## config.mk

```make
export PLATFORM = sky130hd
export DESIGN_NAME = gpio_bus_arbiter_flat
export DESIGN_NICKNAME = d
export VERILOG_FILES = /design/src/rtl/gpio_bus_arbiter_if.sv /design/src/rtl/gpio_bus_arbiter.sv /design/src/flat_wrapper.sv
export SDC_FILE = /design/constraint.sdc
export NUM_CORES = 1
export LEC_CHECK = 0
export ABC_AREA = 0
export ABC_CLOCK_PERIOD_IN_PS = 4400
export CAP_MARGIN = 25
export CORE_MARGIN = 2
export CORE_UTILIZATION = 30
export DETAILED_ROUTE_END_ITERATION = 8
export SETUP_SLACK_MARGIN = 0.1
export SYNTH_ARGS = -nofsm -noshare
export SYNTH_HDL_FRONTEND = slang
export SYNTH_SLANG_ARGS = --single-unit
```

## constraint.sdc

```tcl
create_clock -name pclk -period 4.4 [get_ports pclk]
set_input_delay 0.88 -clock pclk [delete_from_list [all_inputs] [get_ports pclk]]
set_output_delay 0.88 -clock pclk [all_outputs]
set_load 0.02 [all_outputs]
```

## src/rtl/gpio_bus_arbiter_if.sv

```systemverilog
// Bus bundle between two requesters, the arbiter and a GPIO register block.
// slave = arbiter side, master = requester / register-block side.
interface gpio_bus_arbiter_if #(
    parameter int ADDR_W = 32,
    parameter int DATA_W = 32
);
    logic              req0;
    logic              req1;
    logic              we0;
    logic              we1;
    logic [ADDR_W-1:0] addr0;
    logic [ADDR_W-1:0] addr1;
    logic [DATA_W-1:0] wdata0;
    logic [DATA_W-1:0] wdata1;
    logic              gnt0;
    logic              gnt1;
    logic              done0;
    logic              done1;
    logic [DATA_W-1:0] rdata0;
    logic [DATA_W-1:0] rdata1;
    logic              gpio_we;
    logic [ADDR_W-1:0] gpio_addr;
    logic [DATA_W-1:0] gpio_data_in;
    logic [DATA_W-1:0] gpio_data_out;
    logic              busy;

    modport slave (
        input  req0, req1, we0, we1, addr0, addr1, wdata0, wdata1, gpio_data_out,
        output gnt0, gnt1, done0, done1, rdata0, rdata1,
               gpio_we, gpio_addr, gpio_data_in, busy
    );

    modport master (
        output req0, req1, we0, we1, addr0, addr1, wdata0, wdata1, gpio_data_out,
        input  gnt0, gnt1, done0, done1, rdata0, rdata1,
               gpio_we, gpio_addr, gpio_data_in, busy
    );
endinterface

```

## src/rtl/gpio_bus_arbiter.sv

```systemverilog
// Two-requester arbiter in front of a GPIO register block: IDLE -> ACCESS -> RESP.
// Define GPIO_ARB_RR_EN for round-robin arbitration; otherwise requester 0 has fixed priority.
//
// Handshake: a requester raises reqN with we/addr/wdata and holds it until doneN.
// The request is sampled only in IDLE; gntN pulses in the ACCESS cycle and doneN
// pulses in the RESP cycle, with rdataN valid while doneN is high.
module gpio_bus_arbiter #(
    parameter int ADDR_W = 32,
    parameter int DATA_W = 32
) (
    input  logic                 pclk,
    input  logic                 preset,
    gpio_bus_arbiter_if.slave    bus,
    output logic [1:0]           o_dbg_state
);
    typedef enum logic [1:0] {
        ST_IDLE   = 2'd0,
        ST_ACCESS = 2'd1,
        ST_RESP   = 2'd2
    } state_t;

    state_t            r_state;
    logic              r_win;
    logic              r_we;
    logic [ADDR_W-1:0] r_addr;
    logic [DATA_W-1:0] r_wdata;
    logic [1:0]        r_gnt;
    logic [1:0]        r_done;
    logic              r_gpio_we;
    logic              r_busy;
    logic [DATA_W-1:0] r_rdata0;
    logic [DATA_W-1:0] r_rdata1;
    logic              w_any;
    logic              w_win;

    assign w_any = bus.req0 | bus.req1;

`ifdef GPIO_ARB_RR_EN
    // r_last is the index served most recently; reset to 1 so requester 0 wins first.
    logic r_last;
    assign w_win = (bus.req0 & bus.req1) ? ~r_last : bus.req1;

    always_ff @(posedge pclk) begin
        if (preset)
            r_last <= 1'b1;
        else if (r_state == ST_IDLE && w_any)
            r_last <= w_win;
    end
`else
    assign w_win = ~bus.req0;
`endif

    // The address/data registers double as the latched copy and as the bus outputs,
    // so they are cleared on leaving ACCESS to keep the GPIO bus at 0 otherwise.
    always_ff @(posedge pclk) begin
        if (preset) begin
            r_state   <= ST_IDLE;
            r_win     <= 1'b0;
            r_we      <= 1'b0;
            r_addr    <= '0;
            r_wdata   <= '0;
            r_gnt     <= 2'b00;
            r_done    <= 2'b00;
            r_gpio_we <= 1'b0;
            r_busy    <= 1'b0;
            r_rdata0  <= '0;
            r_rdata1  <= '0;
        end else begin
            case (r_state)
                ST_IDLE: begin
                    if (w_any) begin
                        r_win     <= w_win;
                        r_we      <= w_win ? bus.we1 : bus.we0;
                        r_gpio_we <= w_win ? bus.we1 : bus.we0;
                        r_addr    <= w_win ? bus.addr1 : bus.addr0;
                        r_wdata   <= w_win ? bus.wdata1 : bus.wdata0;
                        r_gnt     <= w_win ? 2'b10 : 2'b01;
                        r_busy    <= 1'b1;
                        r_state   <= ST_ACCESS;
                    end
                end
                ST_ACCESS: begin
                    r_gnt     <= 2'b00;
                    r_gpio_we <= 1'b0;
                    r_addr    <= '0;
                    r_wdata   <= '0;
                    r_done    <= r_win ? 2'b10 : 2'b01;
                    if (!r_we) begin
                        if (r_win)
                            r_rdata1 <= bus.gpio_data_out;
                        else
                            r_rdata0 <= bus.gpio_data_out;
                    end
                    r_state <= ST_RESP;
                end
                ST_RESP: begin
                    r_done  <= 2'b00;
                    r_busy  <= 1'b0;
                    r_state <= ST_IDLE;
                end
                default: begin
                    r_state <= ST_IDLE;
                end
            endcase
        end
    end

    assign bus.gnt0         = r_gnt[0];
    assign bus.gnt1         = r_gnt[1];
    assign bus.done0        = r_done[0];
    assign bus.done1        = r_done[1];
    assign bus.rdata0       = r_rdata0;
    assign bus.rdata1       = r_rdata1;
    assign bus.gpio_we      = r_gpio_we;
    assign bus.gpio_addr    = r_addr;
    assign bus.gpio_data_in = r_wdata;
    assign bus.busy         = r_busy;
    assign o_dbg_state      = r_state;
endmodule

```

## src/flat_wrapper.sv

```systemverilog
// flat-port wrapper written by rule: the top's interface ports become plain ports
module gpio_bus_arbiter_flat 
#(
    parameter int ADDR_W = 32,
    parameter int DATA_W = 32
)
  (pclk, preset, o_dbg_state, bus_req0, bus_req1, bus_we0, bus_we1, bus_addr0, bus_addr1, bus_wdata0, bus_wdata1, bus_gpio_data_out, bus_gnt0, bus_gnt1, bus_done0, bus_done1, bus_rdata0, bus_rdata1, bus_gpio_we, bus_gpio_addr, bus_gpio_data_in, bus_busy);
  gpio_bus_arbiter_if #(.ADDR_W(ADDR_W), .DATA_W(DATA_W)) bus_i ();
  input  logic pclk;
  input  logic preset;
  output logic [1:0] o_dbg_state;
  input wire logic [$bits(bus_i.req0)-1:0] bus_req0;
  input wire logic [$bits(bus_i.req1)-1:0] bus_req1;
  input wire logic [$bits(bus_i.we0)-1:0] bus_we0;
  input wire logic [$bits(bus_i.we1)-1:0] bus_we1;
  input wire logic [$bits(bus_i.addr0)-1:0] bus_addr0;
  input wire logic [$bits(bus_i.addr1)-1:0] bus_addr1;
  input wire logic [$bits(bus_i.wdata0)-1:0] bus_wdata0;
  input wire logic [$bits(bus_i.wdata1)-1:0] bus_wdata1;
  input wire logic [$bits(bus_i.gpio_data_out)-1:0] bus_gpio_data_out;
  output wire logic [$bits(bus_i.gnt0)-1:0] bus_gnt0;
  output wire logic [$bits(bus_i.gnt1)-1:0] bus_gnt1;
  output wire logic [$bits(bus_i.done0)-1:0] bus_done0;
  output wire logic [$bits(bus_i.done1)-1:0] bus_done1;
  output wire logic [$bits(bus_i.rdata0)-1:0] bus_rdata0;
  output wire logic [$bits(bus_i.rdata1)-1:0] bus_rdata1;
  output wire logic [$bits(bus_i.gpio_we)-1:0] bus_gpio_we;
  output wire logic [$bits(bus_i.gpio_addr)-1:0] bus_gpio_addr;
  output wire logic [$bits(bus_i.gpio_data_in)-1:0] bus_gpio_data_in;
  output wire logic [$bits(bus_i.busy)-1:0] bus_busy;
  assign bus_i.req0 = bus_req0;
  assign bus_i.req1 = bus_req1;
  assign bus_i.we0 = bus_we0;
  assign bus_i.we1 = bus_we1;
  assign bus_i.addr0 = bus_addr0;
  assign bus_i.addr1 = bus_addr1;
  assign bus_i.wdata0 = bus_wdata0;
  assign bus_i.wdata1 = bus_wdata1;
  assign bus_i.gpio_data_out = bus_gpio_data_out;
  assign bus_gnt0 = bus_i.gnt0;
  assign bus_gnt1 = bus_i.gnt1;
  assign bus_done0 = bus_i.done0;
  assign bus_done1 = bus_i.done1;
  assign bus_rdata0 = bus_i.rdata0;
  assign bus_rdata1 = bus_i.rdata1;
  assign bus_gpio_we = bus_i.gpio_we;
  assign bus_gpio_addr = bus_i.gpio_addr;
  assign bus_gpio_data_in = bus_i.gpio_data_in;
  assign bus_busy = bus_i.busy;
  gpio_bus_arbiter #(.ADDR_W(ADDR_W), .DATA_W(DATA_W)) u_core (.pclk(pclk), .preset(preset), .bus(bus_i), .o_dbg_state(o_dbg_state));
endmodule
```

Word-level counts from Yosys, hierarchy flattened. Index checks and enable logic that the tools add are counted.

Bitwise logic cells: 4. Reductions and logical operators: 9. Multiplexer cells: 18. Equality and inequality tests: 3.

Operators by type and width (number): two-way mux 32 bit (4); one-hot mux 32 bit (2 select lines) (2); one-hot mux 2 bit (2 select lines) (3); two-way mux 2 bit (4); AND reduction 2 bit (3); AND reduction 3 bit (2); nonzero test 2 bit (3); one-hot mux 1 bit (2 select lines) (2); two-way mux 1 bit (3); NOT 1 bit (3); equality test 2 x 1 -> 1 bit (second input constant) (1); equality test 2 bit (second input constant) (1); zero test 2 bit (1); inequality test 2 x 1 -> 1 bit (second input constant) (1); bitwise OR 1 bit (1).

Output and inout bits: 136. Flip-flop bits (word level): 138. Word-level logic and storage cells: 45. Input port bits: 166.

Longest topological paths before layout.
Depth in word-level cells: 3. Depth in mapped cells: 8. Gate-level depth less buffers: 5.

Worst setup path after synthesis. OpenSTA, ideal clock, no wires.

Path type: input -> register. Start: input port bus_req0. End: register u_core.r_addr[12] (netlist: u_core.bus.gpio_addr[12]). Slack: 2.499 ns. Library setup time: 0.068 ns. Arrival: 1.833 ns. Stages: 6. Buffers on the path: 3. Data required time: 4.332 ns. Path through: buf_4 -> nor3b_2 -> o21ba_2 -> buf_4 -> buf_4 -> o2bb2ai_2.

Longest elaborated chain between the ends: 3. Elaborated cells on any way between the ends: 6. Those cells by class: eq/ne (1); mux (3); bitwise (1); reduce/logical (1).

RTL lines: from (decl) (line flat_wrapper.sv:12) `input wire logic [$bits(bus_i.req0)-1:0] bus_req0;`; two-way mux 32 bit / bitwise OR 1 bit (equally long branches) (line gpio_bus_arbiter.sv:75, gpio_bus_arbiter.sv:36); two-way mux 32 bit / inequality test 2 x 1 -> 1 bit (equally long branches); one-hot mux 32 bit (2 select lines) / AND reduction 2 bit (equally long branches); to (signal assigned) (line gpio_bus_arbiter.sv:75) `r_addr <= w_win ? bus.addr1 : bus.addr0;`; to (decl) (line gpio_bus_arbiter.sv:25) `logic [ADDR_W-1:0] r_addr;`.

Parallel ways exist; a longest one is shown, timed or not. The select of a mux whose other input is x is not followed. A chain may end at the register's enable or synchronous reset.

Worst setup path in the final report.
Start: input port bus_req1. End: register u_core.r_addr[31] (netlist: u_core.bus.gpio_addr[31]).

Longest elaborated chain between the ends: 3.

RTL lines: from (decl) (line flat_wrapper.sv:13) `input wire logic [$bits(bus_i.req1)-1:0] bus_req1;`; bitwise OR 1 bit (line gpio_bus_arbiter.sv:36) `assign w_any = bus.req0 | bus.req1;`; inequality test 2 x 1 -> 1 bit (no line); AND reduction 2 bit (no line).

No other way between the ends.

==> results.yml <==
clock_tree:
  cts_buffers: 17
  hold_buffers: 0
  cts_resized: 0
  cts_tree: "built"
  post_cts_buffers: 0
  worstSkewPairLatency_ns: 0.41
  cts_buffer_depth: 2
  clockRootBuffer: "clkbuf_16"
  clk_pin_slew_ns: 0.06
  cts.sinks: 138
  h-tree-depth: 4
synth:
  synthTopCellsByArea: "dfxtp_1, o2bb2ai_2, mux2i_1"
  synth_most_common_cell: "dfxtp_1"
  synth-edff-count: 0
  synthArstFlopShare_pct: 0
  postSynthAreaPerCell_um2: 10.4
  ys_seq_area_share_pct: 48.5
  synth_warnings: 0
  synthTopCellsByCount: "dfxtp_1, nand2_1, mux2i_1"
  ys_seq_elements: 138
  synth.top_cell.area_share_pct: 48.5
  ys.flop_type: "dfxtp_1"
  synth.distinct_cells: 27
  netlist_area_um2: 5690
  syn_inst: 549
  syn_nets: 720
  yosys.area.top_type: "dfxtp_1"
grt:
  use_met1_pct: 21.2
  grt_usage_pct: 18.5
  antenna_found_initial: 0
  grt_pass1_vias: 5220
  grt_max_degree: 70
  use_met3_pct: 5.13
  grt-ovfl-total: 0
  grt_pass1_wl_mm: 28.7
  busiest_layer: "met2"
  use_met2_pct: 33.4
worst_setup_path:
  critPathTopFamily: "buffers and inverters"
  path_class: "in -> reg"
  startpoint_type: "input pin"
  crit_slowest_cell: "o21ba_4"
  cp_cell_sequence: "clkdlybuf4s50_1 > nor3b_2 > o21ba_4 > buf_4 > o2bb2ai_1"
  crit_arrival_ns: 2.85
  r2r_cells: 6
  worst-path-stages: 5
  cp.required_ns: 4.73
  crit_buf_inv: 2
  cp_max_fo: 34
  critical_path.endpoint_type: "flop"
  max_stage_delay_ns: 0.57
timing:
  slew_violations: 0
  fmax_ghz: 0.397
  fin_crit_sh_pct: 57.2
  min_period_ns: 2.52
  tns_ns: 0
  maxSlewHeadroom_pct: 42.1
  hold_viol: 0
  finClkSkew_ns: 0.00639
  grt_setup_unrepaired: "false"
  setup_viol: 0
  tightest_slew_ns: 0.869
power:
  p_sw_share_pct: 28.2
  vdd_drop_max_uv: 266
  clockPowerShare_pct: 37.1
  finalPower_uw: 3700
  power_switching_uw: 1040
  power_leakage_uw: 0.00349
  power.share.sequential_pct: 38.8
  p_int_uw: 2650
  combPwrFrac_pct: 24.1
  p_per_area_nw_per_um2: 392
run:
  drv_cap: 0
floorplan:
  die_area_um2: 20100
  die-height_um: 142
  core_um2: 18600
  die_w_um: 142
  start_util_pct: 30.5
  ios: 302
  std_cell_rows: 50
final_layout:
  area_delta_synth_final_pct: 65.4
  diodes: 0
  n_fill_cell: 1727
  layout-drive-gt1-share_pct: 11.1
  nets: 1003
  final_cells: 1078
detailed_routing:
  viasPerCell: 4.74
  vias: 5110
  drc: 0
  postRouteAntennaNets: 0
  first_iter_violations: 237
  routed_wl_mm: 18.8
  routedWlPerCell_um: 17.4
  first_pass_iters: 4
place:
  port_buffers: 301
  numPlacedInstances: 1046
  finalWeightedCongestion: 0.859
  dpl.hpwl_mm: 14.1
outcome:
  status: "finished clean"
worst_hold_path:
  hold_class: "reg -> reg"
  whs_path_depth: 2
[layout by cell type, fill, tap and decap left out, types with 2 or more instances in the layout]
master / netlist / final
clkinv_4: 0 / 3
o2bb2ai_1: 15 / 15
buf_4: 9 / 8
o2bb2ai_2: 50 / 50
clkdlybuf4s50_1: 0 / 299
nand2_1: 129 / 129
mux2i_1: 70 / 70
inv_1: 3 / 3
clkbuf_16: 0 / 17
nand2b_1: 2 / 2
nand3b_1: 2 / 2
buf_16: 0 / 2
clkbuf_1: 15 / 3
ha_1: 5 / 5
clkinvlp_4: 0 / 2
dfxtp_1: 138 / 138
nor2_1: 6 / 6
or3b_1: 2 / 2
bufinv_16: 0 / 2
clkinv_2: 0 / 2
a21oi_1: 69 / 69
[registers in the layout (all words and copies together), names as in the netlist]
signal	count
u_core.bus.gpio_addr	32
u_core.bus.gpio_data_in	32
u_core.bus.rdata0	32
u_core.bus.rdata1	32
u_core.o_dbg_state	2
u_core.r_done	2
u_core.r_gnt	2
u_core.bus.busy	1
u_core.bus.gpio_we	1
u_core.r_we	1
u_core.r_win	1
[path summary, 6_finish.rpt]
check | slack [ns] | from | end
worst max-delay path | 1.88 | bus_req1 | u_core.bus.gpio_addr[31]
worst min-delay path | 0.45 | u_core.bus.rdata0[1] | u_core.bus.rdata0[1]
worst max register to register | 2.06 | u_core.o_dbg_state[0] | u_core.bus.gpio_addr[31]
worst min register to register | 0.45 | u_core.bus.rdata0[1] | u_core.bus.rdata0[1]
[metrics by stage]
stage / setup WS, ns / hold slack (ns) / instance area [um2] / utilization [%]
after global placement: 1.56 / 0.442 / 8790 / 47.1
after CTS: 1.90 / 0.454 / 9390 / 50.4
after floorplan: 2.50 / 0.483 / 5690 / -
after global routing: 1.80 / 0.469 / 9420 / 50.5
after detailed placement: 1.47 / 0.445 / 8820 / 47.3
final: 1.88 / 0.453 / 9420 / 50.5
[worst register-to-register path, cell delays in order (launching register included)]
cell,delay [ns]
dfxtp_1,0.33
inv_1,0.13
ha_1,0.35
nor3b_2,0.31
o21ba_4,0.57
buf_4,0.41
o2bb2ai_1,0.16
[cells by family (layout without fill, tap and decap cells)]
family,count (synthesis),count (layout),share of synthesized area (%)
flip-flops,138,138,48.5
AND/OR/NAND/NOR,147,147,10.7
adder cells (fa/ha/maj),5,5,1.10
buffers and inverters,49,344,4.97
multiplexers,70,70,12.3
AO/OA/AOI/OAI,140,140,22.4
[power by group through the flow]
stage | clock [uW] | sequential (uW) | combinational (uW)
finish | 1370 | 1430 | 891
global placement | 0 | 1460 | 866
floorplan | 0 | 1580 | 321
detailed placement | 0 | 1460 | 892
global route | 1460 | 1450 | 945
CTS | 1410 | 1430 | 895
[area by class of cell]
class | instances | area (um2) | share of cell area (%)
multi-input cells | 362 | 2670 | 28.3
clock inverters | 10 | 120 | 1.28
repair buffers | 310 | 3110 | 33.1
well taps | 234 | 293 | 3.11
flip-flops and latches | 138 | 2760 | 29.3
clock buffers | 21 | 450 | 4.78
inverters | 3 | 11.3 | 0.120
[layer usage]
layer  vias to the layer above  routed length [um]
met5                         -                   0
met4                         0                 417
met3                        24                 984
met2                       156                9750
met1                      2435                7650
li1                       2495                   -
No activity file was read; power rests on OpenSTA's default activity.
==> RTL change, RTL diff (config.mk and constraints unchanged) <==
Add a define of `GPIO_ARB_RR_EN`.
--- a/src/rtl/gpio_bus_arbiter.sv
+++ b/src/rtl/gpio_bus_arbiter.sv
@@ -5,4 +5,6 @@
 // The request is sampled only in IDLE; gntN pulses in the ACCESS cycle and doneN
 // pulses in the RESP cycle, with rdataN valid while doneN is high.
+`define GPIO_ARB_RR_EN
+
 module gpio_bus_arbiter #(
     parameter int ADDR_W = 32,
Check against the original RTL: not equivalent (Yosys sat finds a counterexample within 10 cycles, from zero or initial values and one cycle with preset high).
==> RTL change against the original RTL <==
Area after synthesis grew 2.8%; cell area is 2.0% higher; die area increased by 2.8%; setup slack got worse by 0.20 ns; critical path depth stayed put; power is 4.1% higher; wire length down 0.86%; sequential cell count rose by 1.
==> RTL change: results (changes against the original RTL) <==
clock skew=0.006812 ns (+0.0004218 ns); WHS=0.4513 ns (-0.001777 ns); global-route wire length before repair=27.49 mm (-4.2%); cells taking the most area after synthesis=sky130_fd_sc_hd__dfxtp_1 (48%), sky130_fd_sc_hd__o2bb2ai_2 (15%), sky130_fd_sc_hd__mux2i_1 (11%); final weighted congestion in routability-driven placement=0.7269 (-15%); run status=finished, final reports clean; number of cells produced by synthesis=554 (+0.91%); total placed instance area=9000 um2 (+2.1%); number of global-route vias before repair=4822 (-7.6%); worst setup slack for register-to-register paths=2.02 ns (-0.04 ns); delay of the slowest cell on the worst path=0.68 ns (+0.11 ns); sum of routed wire length over all layers=18.64 mm (-0.86%); routed wire length on met3=2.304 mm (+130%); source of the critical timing path=bus_req0; worst setup margin=1.679 ns (-0.2024 ns); maximum VDD drop=0.2476 mV (-7.1%); post-route met1 wirelength=7.619 mm (-0.39%); DRC violation total after the first TritonRoute iteration=159 (-33%); average routed wire per standard cell=16.67 um (-4.4%); Synthesized Nets=725 (+0.69%); met1 layer usage reported by global route=0.2024 (-0.009640); met2 routed WL=8.476 mm (-13%); sequential share of the synthesized area=0.4753 (-0.009959); total placed cells including tap cells=1086 (+3.8%); fill cell count=1823 (+5.6%); total vias in the final route=5080 (-0.59%); cell types with the highest counts after synthesis=sky130_fd_sc_hd__dfxtp_1 (139), sky130_fd_sc_hd__nand2_1 (131), sky130_fd_sc_hd__a21oi_1 (68); Max stage delay cell, worst path=sky130_fd_sc_hd__o21a_4; Setup WS pre-CTS=1.255 ns (-0.2135 ns); distinct cell type count of the synthesized netlist=32 (+19%); GRT Overall Usage=0.1754 (-0.009707); uppermost routed layer=met5; antenna violations before repair=1 (+1); static power due to leakage=3.429 nW (-1.9%); Arrival @ worst endpoint=3.07 ns (+0.22 ns); net count of the finished layout=1011 (+0.80%); GR Layer Usage met2=0.2777 (-0.05598); start point of the worst hold path=u_core.bus.rdata0[30]
## RTL change: cell type report
cell class	count	area (um2)	area share
timing repair buffer	310	3113	0.3242
sequential	139	2783	0.2898
multi-input combinational	367	2754	0.2868
clock buffer	17	425.4	0.04431
tap	265	331.6	0.03453
clock inverter	15	176.4	0.01837
inverter	5	18.77	0.001955
## RTL change: cell families (layout without fill, tap and decap cells)
group,count (synthesis),count (layout),share of synthesized area
and+or+nand+nor,150,150,0.1056
AOI/OAI and AO/OA,145,145,0.2357
DFF,139,139,0.4753
muxes,67,67,0.1146
buffers and inverters,48,347,0.05813
adders and majority gates,5,5,0.01069
## RTL change: where the power goes
group / switching [mW] / total, mW / internal (mW) / leakage, nW
Combinational: 0.467 / 0.928 / 0.461 / 2.01
Sequential: 0.0745 / 1.45 / 1.37 / 1.13
Clock: 0.615 / 1.47 / 0.856 / 0.283
